<file path="src/rtl/multicycle_adder_if.sv">
// multicycle_adder_if
//   Handshake and operand/result bundle for multicycle_adder.
//   Parameter WIDTH: operand/result width.
//   master (controller): drives start, a, b, cin, sub; observes busy, done,
//                        sum, cout, overflow.
//   slave  (adder)     : the mirror image of master.
interface multicycle_adder_if #(
    parameter int unsigned WIDTH = 8
);
    logic             start;
    logic [WIDTH-1:0] a;
    logic [WIDTH-1:0] b;
    logic             cin;
    logic             sub;
    logic             busy;
    logic             done;
    logic [WIDTH-1:0] sum;
    logic             cout;
    logic             overflow;

    modport master (
        output start, a, b, cin, sub,
        input  busy, done, sum, cout, overflow
    );

    modport slave (
        input  start, a, b, cin, sub,
        output busy, done, sum, cout, overflow
    );
endinterface

</file>
<file path="src/rtl/multicycle_adder.sv">
// multicycle_adder
//   Sequential ripple adder/subtractor: a WIDTH-bit operation is processed
//   CHUNK bits per clock, N = WIDTH/CHUNK cycles per operation, with a
//   registered carry between chunks. sub=1 computes a + ~b + 1 (cin ignored).
//   WIDTH must be a positive multiple of CHUNK.
//   Ports:
//     clk    : rising-edge clock
//     rst_n  : asynchronous active-low reset (aborts any operation)
//     bus    : slave side of multicycle_adder_if
//              start/a/b/cin/sub in; busy/done/sum/cout/overflow out
module multicycle_adder #(
    parameter int unsigned WIDTH = 8,
    parameter int unsigned CHUNK = 2
) (
    input logic                 clk,
    input logic                 rst_n,
    multicycle_adder_if.slave   bus
);

    localparam int unsigned N     = WIDTH / CHUNK;
    localparam int unsigned CNT_W = $clog2(N + 1);

    typedef enum logic {
        IDLE = 1'b0,
        RUN  = 1'b1
    } state_t;

    state_t             state_q, state_d;
    logic [CNT_W-1:0]   cnt_q,   cnt_d;
    logic [WIDTH-1:0]   opa_q,   opa_d;
    logic [WIDTH-1:0]   opb_q,   opb_d;
    logic               carry_q, carry_d;
    logic [WIDTH-1:0]   res_q,   res_d;
    logic [WIDTH-1:0]   sum_q,   sum_d;
    logic               cout_q,  cout_d;
    logic               ovf_q,   ovf_d;
    logic               done_q,  done_d;

    logic [CHUNK:0]     chunk_full;
    logic [CHUNK-1:0]   chunk_sum;
    logic               chunk_cout;
    logic               msb_cin;
    logic [WIDTH-1:0]   res_shift;
    logic               last_chunk;

    // One CHUNK-bit ripple slice; the only combinational adder path.
    assign chunk_full = {1'b0, opa_q[CHUNK-1:0]}
                      + {1'b0, opb_q[CHUNK-1:0]}
                      + {{CHUNK{1'b0}}, carry_q};
    assign chunk_sum  = chunk_full[CHUNK-1:0];
    assign chunk_cout = chunk_full[CHUNK];

    // Carry into the slice MSB recovered from the MSB sum bit: s = a ^ b ^ c.
    // Works for CHUNK=1, where it reduces to carry_q.
    assign msb_cin    = opa_q[CHUNK-1] ^ opb_q[CHUNK-1] ^ chunk_sum[CHUNK-1];

    assign last_chunk = (cnt_q == CNT_W'(N - 1));

    // New chunk enters at the top; after N shifts chunk 0 sits at bit 0.
    generate
        if (CHUNK == WIDTH) begin : g_single
            assign res_shift = chunk_sum;
        end else begin : g_multi
            assign res_shift = {chunk_sum, res_q[WIDTH-1:CHUNK]};
        end
    endgenerate

    always_comb begin
        state_d = state_q;
        cnt_d   = cnt_q;
        opa_d   = opa_q;
        opb_d   = opb_q;
        carry_d = carry_q;
        res_d   = res_q;
        sum_d   = sum_q;
        cout_d  = cout_q;
        ovf_d   = ovf_q;
        done_d  = 1'b0;

        case (state_q)
            IDLE: begin
                if (bus.start) begin
                    opa_d   = bus.a;
                    opb_d   = bus.sub ? ~bus.b : bus.b;
                    carry_d = bus.sub ? 1'b1 : bus.cin;
                    cnt_d   = '0;
                    state_d = RUN;
                end
            end
            RUN: begin
                opa_d   = opa_q >> CHUNK;
                opb_d   = opb_q >> CHUNK;
                carry_d = chunk_cout;
                res_d   = res_shift;
                cnt_d   = cnt_q + CNT_W'(1);
                if (last_chunk) begin
                    sum_d   = res_shift;
                    cout_d  = chunk_cout;
                    ovf_d   = msb_cin ^ chunk_cout;
                    done_d  = 1'b1;
                    state_d = IDLE;
                end
            end
            default: state_d = IDLE;
        endcase
    end

    always_ff @(posedge clk or negedge rst_n) begin
        if (!rst_n) begin
            state_q <= IDLE;
            cnt_q   <= '0;
            opa_q   <= '0;
            opb_q   <= '0;
            carry_q <= 1'b0;
            res_q   <= '0;
            sum_q   <= '0;
            cout_q  <= 1'b0;
            ovf_q   <= 1'b0;
            done_q  <= 1'b0;
        end else begin
            state_q <= state_d;
            cnt_q   <= cnt_d;
            opa_q   <= opa_d;
            opb_q   <= opb_d;
            carry_q <= carry_d;
            res_q   <= res_d;
            sum_q   <= sum_d;
            cout_q  <= cout_d;
            ovf_q   <= ovf_d;
            done_q  <= done_d;
        end
    end

    assign bus.busy     = (state_q == RUN);
    assign bus.done     = done_q;
    assign bus.sum      = sum_q;
    assign bus.cout     = cout_q;
    assign bus.overflow = ovf_q;

endmodule

</file>
<file path="src/flat_wrapper.sv">
// flat-port wrapper written by rule: the top's interface ports become plain ports
module multicycle_adder_flat 
#(
    parameter int unsigned WIDTH = 8,
    parameter int unsigned CHUNK = 2
)
  (clk, rst_n, bus_start, bus_a, bus_b, bus_cin, bus_sub, bus_busy, bus_done, bus_sum, bus_cout, bus_overflow);
  multicycle_adder_if #(.WIDTH(WIDTH)) bus_i ();
  input logic clk;
  input logic rst_n;
  input wire logic [$bits(bus_i.start)-1:0] bus_start;
  input wire logic [$bits(bus_i.a)-1:0] bus_a;
  input wire logic [$bits(bus_i.b)-1:0] bus_b;
  input wire logic [$bits(bus_i.cin)-1:0] bus_cin;
  input wire logic [$bits(bus_i.sub)-1:0] bus_sub;
  output wire logic [$bits(bus_i.busy)-1:0] bus_busy;
  output wire logic [$bits(bus_i.done)-1:0] bus_done;
  output wire logic [$bits(bus_i.sum)-1:0] bus_sum;
  output wire logic [$bits(bus_i.cout)-1:0] bus_cout;
  output wire logic [$bits(bus_i.overflow)-1:0] bus_overflow;
  assign bus_i.start = bus_start;
  assign bus_i.a = bus_a;
  assign bus_i.b = bus_b;
  assign bus_i.cin = bus_cin;
  assign bus_i.sub = bus_sub;
  assign bus_busy = bus_i.busy;
  assign bus_done = bus_i.done;
  assign bus_sum = bus_i.sum;
  assign bus_cout = bus_i.cout;
  assign bus_overflow = bus_i.overflow;
  multicycle_adder #(.WIDTH(WIDTH), .CHUNK(CHUNK)) u_core (.clk(clk), .rst_n(rst_n), .bus(bus_i));
endmodule
</file>
<file path="config.mk">
export PLATFORM = sky130hd
export DESIGN_NAME = multicycle_adder_flat
export DESIGN_NICKNAME = d
export VERILOG_FILES = /design/src/rtl/multicycle_adder_if.sv /design/src/rtl/multicycle_adder.sv /design/src/flat_wrapper.sv
export SDC_FILE = /design/constraint.sdc
export NUM_CORES = 1
export LEC_CHECK = 0
export BUFFER_PORTS_ARGS = -buffer_cell sky130_fd_sc_hd__buf_2
export CORE_ASPECT_RATIO = 1.4
export CORE_MARGIN = 2
export CORE_UTILIZATION = 58
export DETAILED_ROUTE_END_ITERATION = 10
export GPL_TIMING_DRIVEN = 0
export PLACE_DENSITY = 0.83
export SLEW_MARGIN = 0
export SYNTH_ARGS = -nofsm -noshare
export SYNTH_HDL_FRONTEND = slang
export SYNTH_SLANG_ARGS = --single-unit
</file>
<file path="constraint.sdc">
create_clock -name clk -period 5.69 [get_ports clk]
set_input_delay 0 -clock clk [delete_from_list [all_inputs] [get_ports clk]]
set_output_delay 0 -clock clk [all_outputs]
set_load 0.01 [all_outputs]
</file>
Yosys cells after proc, flatten, opt, wreduce, memory -nomap -nowiden
Index checks and enable logic that the tools add are counted.
{"block": "classes", "n_eq_ne": 2, "shifts": 0, "magnitude_cmp": 0, "bitwise_logic": 5, "div": 0, "mux": 15, "n_reduce_logical": 1, "n_mul": 0, "add_sub_neg": 3}
{"operator": "8-bit case mux with 2 select lines", "n": 2}
{"operator": "8-bit 2-to-1 mux", "n": 3}
{"operator": "8-bit inverter", "n": 1}
{"operator": "1-bit 2-to-1 mux", "n": 6}
{"operator": "3-bit case mux with 2 select lines", "n": 1}
{"operator": "1-bit case mux with 2 select lines", "n": 2}
{"operator": "2-bit by 2-bit adder with 3-bit output", "n": 1}
{"operator": "3-bit by 1-bit adder with 3-bit output", "n": 1}
{"operator": "3-bit by 1-bit adder with 3-bit output (second input constant)", "n": 1}
{"operator": "3-bit by 2-bit == test with 1-bit output (second input constant)", "n": 1}
{"operator": "3-bit 2-to-1 mux", "n": 1}
{"operator": "1-bit XOR", "n": 3}
{"operator": "2-bit inequality test (second input constant)", "n": 1}
{"operator": "2-bit AND reduction", "n": 1}
{"operator": "1-bit inverter", "n": 1}
{"block": "totals", "ram_bits": 0, "n_memories": 0, "regBits": 40, "mem_bits_ro": 0, "out_inout_bits": 12, "latchBits": 0, "inputBits": 21}

Depth between registers and ports, before layout
Gate-level depths: netlist (run 1).
{"block": "logic_depth", "ltp_word": 4, "ltp_mapped": 6}

Least setup slack after synthesis (run 1)
Ideal clock, no wire load.
{"block": "synth_timing", "kind": "flip-flop to flip-flop", "startpoint": "reg u_core.carry_q", "endpoint": "reg u_core.ovf_q, in the netlist u_core.bus.overflow", "path_stages_with_launch": 7, "t_arrival_ns": 1.672, "setup_slack_ns": 3.892, "cell_sequence": "dfrtp_1 inv_1 fa_1 fa_1 xor2_1 xnor2_1 o21ai_0"}
{"block": "synth_between", "elab_chain_cells": 3}
{"item": "from (decl)", "line": "multicycle_adder.sv:32", "source": "logic carry_q, carry_d;"}
{"item": "from (signal assigned)", "line": "multicycle_adder.sv:125", "source": "carry_q <= carry_d;"}
{"item": "3-bit by 1-bit adder with 3-bit output *", "line": "multicycle_adder.sv:49", "source": "+ {{CHUNK{1'b0}}, carry_q};"}
{"item": "1-bit XOR", "line": "multicycle_adder.sv:55", "source": "assign msb_cin = opa_q[CHUNK-1] ^ opb_q[CHUNK-1] ^ chunk_sum[CHUNK-1];"}
{"item": "1-bit XOR *", "line": "multicycle_adder.sv:99", "source": "ovf_d = msb_cin ^ chunk_cout;"}
{"item": "to (signal assigned)", "line": "multicycle_adder.sv:129", "source": "ovf_q <= ovf_d;"}
{"item": "to (decl)", "line": "multicycle_adder.sv:36", "source": "logic ovf_q, ovf_d;"}
Every way passes the cells marked *; elsewhere a longest branch is shown, timed or not.
A chain may end at the register's enable or synchronous reset.

Worst setup path in the final report (run 1)
Ends and elaborated chain as after synthesis.

==> results.json, run 1 <==
{
  "startpoint": "u_core.carry_q$_DFFE_PN0P_",
  "min_period_over_period_pct": 34.24,
  "relSlewSlack_pct": 45.42,
  "final_area_sq_um": 2044,
  "synthTopCellsByArea": "dfrtp_1, mux2i_1, mux2_2",
  "areaGrowthSynthToFinish_pct": 18.41,
  "ys_ff_latch": 38,
  "multi_input_comb_area_sq_um": 679.4,
  "num_vias": 1195,
  "path_cells": "inv_1 -> fa_1 -> fa_1 -> xor2_1 -> xnor2_1 -> o21ai_0",
  "worst_slew_pin_slew_ns": 0.8187,
  "clock.fmax_mhz": 513.3,
  "dpl.cell_count": 216,
  "cpPeakStageDelay_ns": 0.57,
  "min_path_type": "primary input to flip-flop",
  "grt_first_pass_wirelength_um": 5554,
  "htree_levels": 2,
  "final_cells": 227,
  "postPlaceCellArea_sq_um": 1928,
  "whs_path_depth": 3,
  "root_buffer": "clkbuf_8",
  "clkTransAtPathRegs_ns": 0.06,
  "crit_slowest_cell": "fa_1",
  "r2r_start": "u_core.carry_q$_DFFE_PN0P_",
  "cp_max_fo": 3,
  "fp.dieW_um": 50.12,
  "grt_pass1_vias": 1279,
  "diodes": 0,
  "dp_hpwl_um": 2444,
  "postRouteAntennaNets": 0,
  "pin_count": 33,
  "max-vdd-ir-drop_mv": 0.2994,
  "core_area_sq_um": 2849,
  "routed_wl_um": 3295,
  "worstRegToRegCells": 6,
  "synthCells": 148,
  "route.detailed.drc": 0,
  "worstSetupPathDepth": 6,
  "dp_slack_ns": 3.743,
  "async_reset_ff_share_pct": 100.0,
  "first_pass_iters": 4,
  "cp.arrival_ns": 2.11,
  "tritoncts": "yes",
  "synth_top_area_share_pct": 55.07,
  "rsz0062_at_grt": "no",
  "yosysUniqueCellTypes": 22,
  "ys.flop_type": "dfrtp_1",
  "synth_area_sq_um": 1727,
  "cpMostUsedCell": "fa_1",
  "numCtsBuffers": 5,
  "start_util_pct": 60.61,
  "synth_top_area_cell": "dfrtp_1",
  "drive_gt1_share_pct": 28.42,
  "timing.hold.ws_ns": 0.01488,
  "hold_violations": 0,
  "slew_viol_final": 0,
  "dieHeight_um": 68.56,
  "crit_required_ns": 5.86,
  "die_area_sq_um": 3436,
  "worst_slack_ns": 3.742,
  "setup_violations": 0,
  "overflow": 0,
  "p_leak_nw": 1.030,
  "drtIter0Drc": 30,
  "min_from": "bus_b[6]",
  "clk_path_buf_depth": 2,
  "wl_per_cell_um": 14.52,
  "syn_area_per_cell_sq_um": 11.67,
  "routed_via_density": 5.264,
  "synth_edf_count": 0,
  "fillerInstances": 201,
  "crit_path_end_kind": "flip-flop",
  "min_period_ns": 1.948,
  "clkLatencyLatePin_ns": 0.28,
  "critPathTopFamily": "adder cells",
  "place.gp.congestion": 0.7289,
  "grt_usage_pct": 22.52,
  "drv_cap": 0,
  "antenna_found_initial": 0,
  "crit_type": "flip-flop to flip-flop",
  "fin_skew_ns": 0.004857,
  "clock_sinks": 38,
  "outcome": "completed",
  "powerDensity_nw_per_um2": 466.0,
  "cp-start-kind": "flip-flop",
  "port-buffer-count": 31,
  "ys_seq_area_share_pct": 55.07,
  "synth_nets": 174,
  "ys_warn_count": 0,
  "nets": 216,
  "cts-resized-gates": 0,
  "seq_area_sq_um": 950.9,
  "num_rows": 23,
  "path_buf_inv": 1,
  "setup_tns_ns": 0,
  "grt_max_degree": 39
}
[path summary, 6_finish.rpt]
check | endpoint | slack [ns]
max | u_core.bus.overflow$_DFFE_PN0P_ | 3.74
min | u_core.opb_q[6]$_DFFE_PN0P_ | 0.01
max reg2reg | u_core.bus.overflow$_DFFE_PN0P_ | 3.74
min reg2reg | u_core.bus.cout$_DFFE_PN0P_ | 0.48
max in group asynchronous | u_core.opa_q[3]$_DFFE_PN0P_ | 4.83
min in group asynchronous | u_core.bus.sum[0]$_DFFE_PN0P_ | 0.34
[cell type report]
class / count / share of cell area, %
plain buffers: 9 / 3.060
multi-input cells: 92 / 33.23
inverters: 9 / 1.652
well taps: 37 / 2.264
repair buffers: 35 / 9.547
flip-flops and latches: 38 / 46.51
clock buffers: 7 / 3.733
[power by group]
part / leakage [nW] / internal [mW] / switching (mW)
Sequential: 0.492 / 0.378 / 0.0602
Clock: 0.0383 / 0.0842 / 0.0820
Combinational: 0.500 / 0.166 / 0.182
Total: 1.03 / 0.629 / 0.324
[timing repair]
item	CTS	global route
buffers inserted	0	0
hold buffers	4	0
hold endpoints to repair	41	0
[sequential cells by signal (all words and copies together), names as in the netlist, 3 cells and up]
| register | flops |
|---|---|
| u_core.opb_q | 8 |
| u_core.res_q | 6 |
| u_core.opa_q | 8 |
| u_core.cnt_q | 3 |
| u_core.bus.sum | 8 |
[Yosys cell counts (2+ instances only)]
cell,instances
buf_2,2
ha_1,3
nor2_1,5
clkbuf_1,2
xor2_1,7
a211oi_1,2
buf_4,3
o22ai_1,2
o21ai_0,20
mux2_2,9
mux2i_1,15
inv_1,9
xnor2_1,3
fa_1,2
nand2_1,19
buf_6,2
dfrtp_1,38
[cell families (layout without fill, tap and decap cells)]
group                    Yosys count  count (layout)  synth area share [%]
adder cells (fa/ha/maj)            5               5                 4.493
AND/OR/NAND/NOR                   27              27                 6.449
multiplexers                      25              25                 15.43
XOR/XNOR                          10              10                 5.073
buffers and inverters             18              60                 5.580
AO/OA/AOI/OAI                     25              25                 7.899
flip-flops                        38              38                 55.07
[worst reg2reg max path, stage by stage (launching register included)]
cell and delay [ns]:
dfrtp_1 0.34, inv_1 0.06, fa_1 0.45, fa_1 0.57, xor2_1 0.19, xnor2_1 0.14
o21ai_0 0.09
[layer usage]
metal | part of all wire [%] | vias up | track usage, % | routed length, um
li1 | - | 571 | - | -
met1 | 34 | 578 | 21.02 | 1122
met2 | 59 | 38 | 44.24 | 1952
met3 | 4.3 | 8 | 6.250 | 143
met4 | 2.3 | 0 | 11.11 | 76
met5 | 0 | - | 0 | 0
[layout by cell type, fill, tap and decap left out]
cell	count
dfrtp_1	38
buf_2	33
o21ai_0	20
nand2_1	19
mux2i_1	15
inv_1	9
mux2_2	9
xor2_1	7
nor2_1	5
clkbuf_8	5
clkbuf_1	4
dlygate4sd3_1	4
buf_4	3
xnor2_1	3
ha_1	3
buf_6	2
o22ai_1	2
a211oi_1	2
fa_1	2
nand2_4	1
mux2_4	1
a22o_1	1
nand3_1	1
nor3_1	1
[per-stage QoR]
step | utilization (%) | power, mW
floorplan | - | 0.6725
global placement | 67.68 | 0.7580
detailed placement | 67.68 | 0.7927
CTS | 71.76 | 0.9658
global route | 71.76 | 1.025
finish | 71.76 | 0.9528
Power figures use the tool's default switching activity.
==> run 2, diff against run 1 <==
ABC_AREA = 1   (was not set)
CORE_UTILIZATION = 49   (was 58)
PLACE_DENSITY = 0.75   (was 0.83)
clock period = 1.59 ns   (was 5.69 ns; I/O delays follow)
==> run 2 against run 1 <==
Compared with the run above:
- the run now ends with negative setup slack left
- register-to-register slack got worse by 4.0 ns
- sequential cell count unchanged
- largest power group unchanged
- cell count up 32%
- area after synthesis rose by 0.29%
- die area rose by 17%
- clock power grew to 4.2 times the previous value
==> results.json, run 2 <==
{
  "outcome": "complete, but fails checks",
  "violations": "negative setup slack",
  "path_cells": "inv_2 -> fa_2 -> fa_2 -> inv_2 -> nand2_1 -> nand2_1 -> nand2_1 -> nand3_1",
  "relSlewSlack_pct": 45.69,
  "grt_first_pass_wirelength_um": 6141,
  "drtIter0Drc": 45,
  "worst_slack_ns": -0.2249,
  "powerDensity_nw_per_um2": 1691,
  "grt_pass1_vias": 1445,
  "root_buffer": "clkbuf_8",
  "synthCells": 205,
  "htree_levels": 2,
  "clock.fmax_mhz": 551.0,
  "cp.arrival_ns": 1.99,
  "p_leak_nw": 1.171,
  "synthTopCellsByCount": "nand2_1, dfrtp_1, inv_1",
  "route.detailed.drc": 0,
  "cpPeakStageDelay_ns": 0.63,
  "pin_count": 33,
  "synth_edf_count": 0,
  "clk_path_buf_depth": 2,
  "grt_usage_pct": 21.45,
  "synthTopCellsByArea": "dfrtp_1, nand2_1, nand3_1",
  "setup_violations": 3,
  "worst_slew_pin_slew_ns": 0.8147,
  "ys_seq_area_share_pct": 54.91,
  "grt_max_degree": 39,
  "fillerInstances": 293,
  "slew_viol_final": 0,
  "place.gp.congestion": 0.8076,
  "num_vias": 1475,
  "final_common_cell": "nand2_1",
  "overflow": 0,
  "postRouteAntennaNets": 0,
  "syn_area_per_cell_sq_um": 8.447,
  "port-buffer-count": 32,
  "startpoint": "u_core.carry_q$_DFFE_PN0P_",
  "ys_ff_latch": 38,
  "synth_nets": 231,
  "ys_warn_count": 0,
  "crit_slowest_cell": "fa_2",
  "tritoncts": "yes",
  "timing.hold.ws_ns": 0.01176,
  "dp_hpwl_um": 2377,
  "numCtsBuffers": 5,
  "min_from": "bus_b[2]",
  "dpl.cell_count": 277,
  "layout_common_cells": "nand2_1, dfrtp_1, buf_2",
  "max-vdd-ir-drop_mv": 1.208,
  "num_rows": 25,
  "first_pass_iters": 4,
  "core_area_sq_um": 3378,
  "ys.flop_type": "dfrtp_1",
  "clock_sinks": 38,
  "min_path_type": "primary input to flip-flop",
  "die_area_sq_um": 4032,
  "postPlaceCellArea_sq_um": 1944,
  "dieHeight_um": 74.34,
  "synth_area_sq_um": 1732,
  "cpMostUsedCell": "nand2_1",
  "clkLatencyLatePin_ns": 0.29,
  "start_util_pct": 51.26,
  "r2r_start": "u_core.carry_q$_DFFE_PN0P_",
  "min_period_over_period_pct": 114.1,
  "critPathTopFamily": "adder cells",
  "final_cells": 300,
  "min_period_ns": 1.815,
  "drive_gt1_share_pct": 23.46,
  "diodes": 0,
  "final_area_sq_um": 2187,
  "fp.dieW_um": 54.24,
  "routed_wl_um": 3522,
  "synth_top_area_share_pct": 54.91,
  "areaGrowthSynthToFinish_pct": 26.30,
  "antenna_found_initial": 0,
  "dp_slack_ns": -0.2010,
  "routed_via_density": 4.917,
  "clkTransAtPathRegs_ns": 0.07,
  "cp_max_fo": 5,
  "path_buf_inv": 2,
  "nets": 285,
  "hold_violations": 0,
  "yosysUniqueCellTypes": 17,
  "yosysMostFrequentCell": "nand2_1",
  "async_reset_ff_share_pct": 100.0,
  "synth_top_area_cell": "dfrtp_1",
  "crit_required_ns": 1.76,
  "crit_path_end_kind": "flip-flop",
  "rsz0062_at_grt": "yes",
  "fin_skew_ns": 0.005255,
  "power_mw": 3.699,
  "crit_type": "flip-flop to flip-flop",
  "wl_per_cell_um": 11.74,
  "cp-start-kind": "flip-flop",
  "drv_cap": 0
}
[run 2: cell count changes in the layout (fill, tap and decap cells not counted), moves of 3 or more]
| cell | previous run | this run |
|---|---|---|
| o21ai_0 | 20 | 14 |
| buf_4 | 3 | 6 |
| inv_2 | 0 | 4 |
| mux2_2 | 9 | 0 |
| dlygate4sd3_1 | 4 | 12 |
| buf_2 | 33 | 36 |
| xnor2_1 | 3 | 0 |
| nand3_1 | 1 | 20 |
| nand2_1 | 19 | 84 |
| clkbuf_1 | 4 | 1 |
| mux2i_1 | 15 | 0 |
| inv_1 | 9 | 19 |
| xor2_1 | 7 | 0 |
[run 2: stage by stage]
| step | setup TNS (ns) | utilization (%) |
|---|---|---|
| floorplan | -0.08913 | - |
| global placement | -0.1912 | 57.56 |
| detailed placement | -0.2276 | 57.56 |
| CTS | -0.2073 | 64.22 |
| global route | -0.5886 | 64.74 |
| finish | -0.4158 | 64.74 |
[run 2: layer usage]
| metal | up-vias | GRT usage [%] | routed length (um) |
|---|---|---|---|
| met5 | - | 0 | 0 |
| met4 | 0 | 9.167 | 68 |
| met3 | 6 | 6.024 | 152 |
| met2 | 32 | 38.29 | 1831 |
| met1 | 688 | 22.88 | 1470 |
| li1 | 749 | - | - |
[run 2: final timing paths]
kind / slack (ns) / endpoint / cells after the start
max in group asynchronous: 0.74 / u_core.bus.sum[6]$_DFFE_PN0P_ / 2
setup / recovery: -0.22 / u_core.bus.overflow$_DFFE_PN0P_ / 8
setup reg to reg: -0.22 / u_core.bus.overflow$_DFFE_PN0P_ / 8
hold / removal: 0.01 / u_core.opb_q[2]$_DFFE_PN0P_ / 4
hold reg to reg: 0.48 / u_core.bus.sum[4]$_DFFE_PN0P_ / 2
min in group asynchronous: 0.34 / u_core.bus.sum[1]$_DFFE_PN0P_ / 2
[run 2: area by class of cell]
class | count | area [sq um] | share of cell area (%)
buffer | 8 | 46.29 | 2.117
clock buffer | 6 | 82.58 | 3.776
clock inverter | 2 | 12.51 | 0.5721
inverter | 23 | 86.33 | 3.947
multi-input combinational | 136 | 655.6 | 29.98
sequential | 38 | 950.9 | 43.48
tap | 40 | 50.05 | 2.288
timing repair buffer | 47 | 302.8 | 13.84
[run 2: repair_timing]
action                                 in CTS  in global routing
setup buffers                               1                  2
resized for setup                           1                  4
pin swaps                                   0                  3
setup endpoints to repair                   3                  3
endpoints found under the hold margin      49                  0
hold buffers                               12                  0
[run 2: power by group]
group | internal, mW | total [mW] | leakage, nW | switching, mW
Combinational | 0.627 | 1.47 | 0.628 | 0.848
Sequential | 1.34 | 1.53 | 0.496 | 0.187
Clock | 0.348 | 0.696 | 0.0472 | 0.348
[run 2: logic make-up (layout without fill, tap and decap cells)]
| logic type | after synthesis | in the layout | synth area share (%) |
|---|---|---|---|
| adder cells (fa/ha/maj) | 5 | 5 | 4.480 |
| buffers and inverters | 31 | 86 | 7.659 |
| AO/OA/AOI/OAI | 19 | 19 | 6.069 |
| flip-flops | 38 | 38 | 54.91 |
| AND/OR/NAND/NOR | 112 | 112 | 26.88 |
[run 2: tightest hold or removal path, delay by kind of cell]
| kind | cells | cell delay, ns |
|---|---|---|
| and+or+nand+nor | 3 | 0.18 |
| buffers and inverters | 1 | 0.08 |
==> run 3, diff against run 2 <==
SETUP_SLACK_MARGIN = 0.4   (was not set)
==> run 3 against run 2 <==
Compared with the run above:
- the flow still finishes with violations (negative setup slack)
- global-route usage is 0.96 points higher
- maximum frequency is 1.6% higher
- critical endpoint unchanged
- via count is 3.2% higher
- count of clock-buffer cells in the layout is 2 higher
- utilization is 5.2 points higher
- largest power group is now combinational cells
- register-to-register slack better by 0.03 ns
- design area is 8.0% higher
- clock skew is 0.0015 ns lower
- highest routed layer unchanged
- die area stayed put
- wire length is 8.6% higher
==> results.json, run 3 (same netlist as run 2, synthesis figures left out) <==
{
  "areaGrowthSynthToFinish_pct": 36.42,
  "port-buffer-count": 32,
  "dieHeight_um": 74.34,
  "wl_per_cell_um": 12.26,
  "fin_skew_ns": 0.003757,
  "min_period_over_period_pct": 112.3,
  "grt_usage_pct": 22.41,
  "core_area_sq_um": 3378,
  "worst_slack_ns": -0.1959,
  "cp_max_fo": 5,
  "worst_slew_pin_slew_ns": 0.8346,
  "layout_common_cells": "nand2_1, dfrtp_1, buf_2",
  "outcome": "complete, but fails checks",
  "hold_violations": 0,
  "clock.fmax_mhz": 559.9,
  "power_mw": 4.125,
  "grt_pass1_vias": 1448,
  "pin_count": 33,
  "reg2reg_slack_ns": -0.20,
  "slew_viol_final": 0,
  "root_buffer": "clkbuf_8",
  "crit_path_end_kind": "flip-flop",
  "grt_first_pass_wirelength_um": 6403,
  "overflow": 0,
  "htree_levels": 2,
  "drv_cap": 0,
  "worstRegToRegCells": 8,
  "nets": 297,
  "max-vdd-ir-drop_mv": 1.122,
  "min_period_ns": 1.786,
  "drive_gt1_share_pct": 30.51,
  "start_util_pct": 51.26,
  "die_area_sq_um": 4032,
  "place.gp.congestion": 0.7452,
  "p_leak_nw": 1.249,
  "min_from": "bus_b[2]",
  "setup_violations": 3,
  "antenna_found_initial": 0,
  "tritoncts": "yes",
  "cp-start-kind": "flip-flop",
  "violations": "negative setup slack",
  "min_path_type": "primary input to flip-flop",
  "drtIter0Drc": 56,
  "powerDensity_nw_per_um2": 1746,
  "fp.dieW_um": 54.24,
  "postPlaceCellArea_sq_um": 1954,
  "postRouteAntennaNets": 0,
  "diodes": 0,
  "clkLatencyLatePin_ns": 0.29,
  "setup_tns_ns": -0.3617,
  "r2r_start": "u_core.opb_q[0]$_DFFE_PN0P_",
  "timing.hold.ws_ns": 0.009806,
  "worstHoldEndpoint": "u_core.opb_q[2]$_DFFE_PN0P_",
  "numCtsBuffers": 5,
  "routed_via_density": 4.878,
  "final_common_cell": "nand2_1",
  "num_rows": 25,
  "routed_wl_um": 3825,
  "rsz0062_at_grt": "yes",
  "regToRegEndpoint": "u_core.bus.overflow$_DFFE_PN0P_",
  "first_pass_iters": 4,
  "whs_path_depth": 4,
  "clk_path_buf_depth": 2,
  "final_area_sq_um": 2362,
  "cp.arrival_ns": 1.97,
  "dp_hpwl_um": 2357,
  "clock_sinks": 38,
  "relSlewSlack_pct": 44.36,
  "crit_required_ns": 1.77,
  "route.detailed.drc": 0,
  "num_vias": 1522,
  "crit_type": "flip-flop to flip-flop",
  "grt_max_degree": 39,
  "clkTransAtPathRegs_ns": 0.07
}
-- run 3: cell types whose count changed in the layout (fill, tap and decap cells not counted), sizes merged --
cell,before,now
buf,42,54
clkbuf,7,9
clkinv,1,0
inv,23,22
-- run 3: layout make-up --
cell class	instances	area [sq um]
Tap cell	40	50.05
Timing Repair Buffer	59	404.1
Sequential cell	38	950.9
Inverter	23	92.59
Multi-Input combinational cell	136	688.2
Fill cell	284	1016
Clock buffer	8	110.1
Buffer	8	66.31
-- run 3: where the power goes --
part | total, mW | switching [mW] | internal [mW]
logic | 1.82 | 0.980 | 0.842
clock network | 0.766 | 0.328 | 0.438
registers | 1.54 | 0.194 | 1.34
-- run 3: worst max-delay path by stage --
stage	from	endpoint	slack, ns	cells after the start
3_5_place_dp	u_core.opb_q[0]$_DFFE_PN0P_	u_core.bus.overflow$_DFFE_PN0P_	-0.18	8
5_1_grt	u_core.opb_q[0]$_DFFE_PN0P_	u_core.bus.overflow$_DFFE_PN0P_	-0.27	8
3_3_place_gp	u_core.opa_q[0]$_DFFE_PN0P_	u_core.bus.overflow$_DFFE_PN0P_	-0.16	8
2_1_floorplan	u_core.opa_q[0]$_DFFE_PN0P_	u_core.bus.overflow$_DFFE_PN0P_	-0.09	8
4_1_cts	u_core.opa_q[0]$_DFFE_PN0P_	u_core.bus.overflow$_DFFE_PN0P_	-0.18	8
6_report	u_core.opb_q[0]$_DFFE_PN0P_	u_core.bus.overflow$_DFFE_PN0P_	-0.20	8
-- run 3: metal layers --
layer,GRT usage (%),wire length [um],up-vias
met5,0,0,-
met4,8.611,74,0
met3,6.024,162,7
met2,37.48,2027,38
met1,27.07,1561,710
li1,-,-,767
-- run 3: metrics by stage --
stage               worst slack (ns)  instances  util, %
floorplan                   -0.08675        205        -
global placement             -0.1611        277    57.85
detailed placement           -0.1847        277    57.85
CTS                          -0.1784        309    68.89
global route                 -0.2667        312    69.93
finish                       -0.1959        312    69.93
-- run 3: worst max-delay path, stage by stage, from the launching register on --
cell and delay [ns]:
dfrtp_1 0.38, inv_2 0.05, fa_2 0.39, fa_2 0.60
inv_2 0.05, nand2_1 0.05, nand2_1 0.05, nand2_1 0.05
nand3_1 0.06
-- run 3: what timing repair did --
item / 4_1_cts / 5_1_grt
resized for setup: 17 / 7
endpoints found under the setup margin: 22 / 17
gates cloned: 1 / 0
pin swaps: 8 / 5
hold buffers: 12 / 0
setup buffers: 11 / 3
hold endpoints to repair: 49 / 0
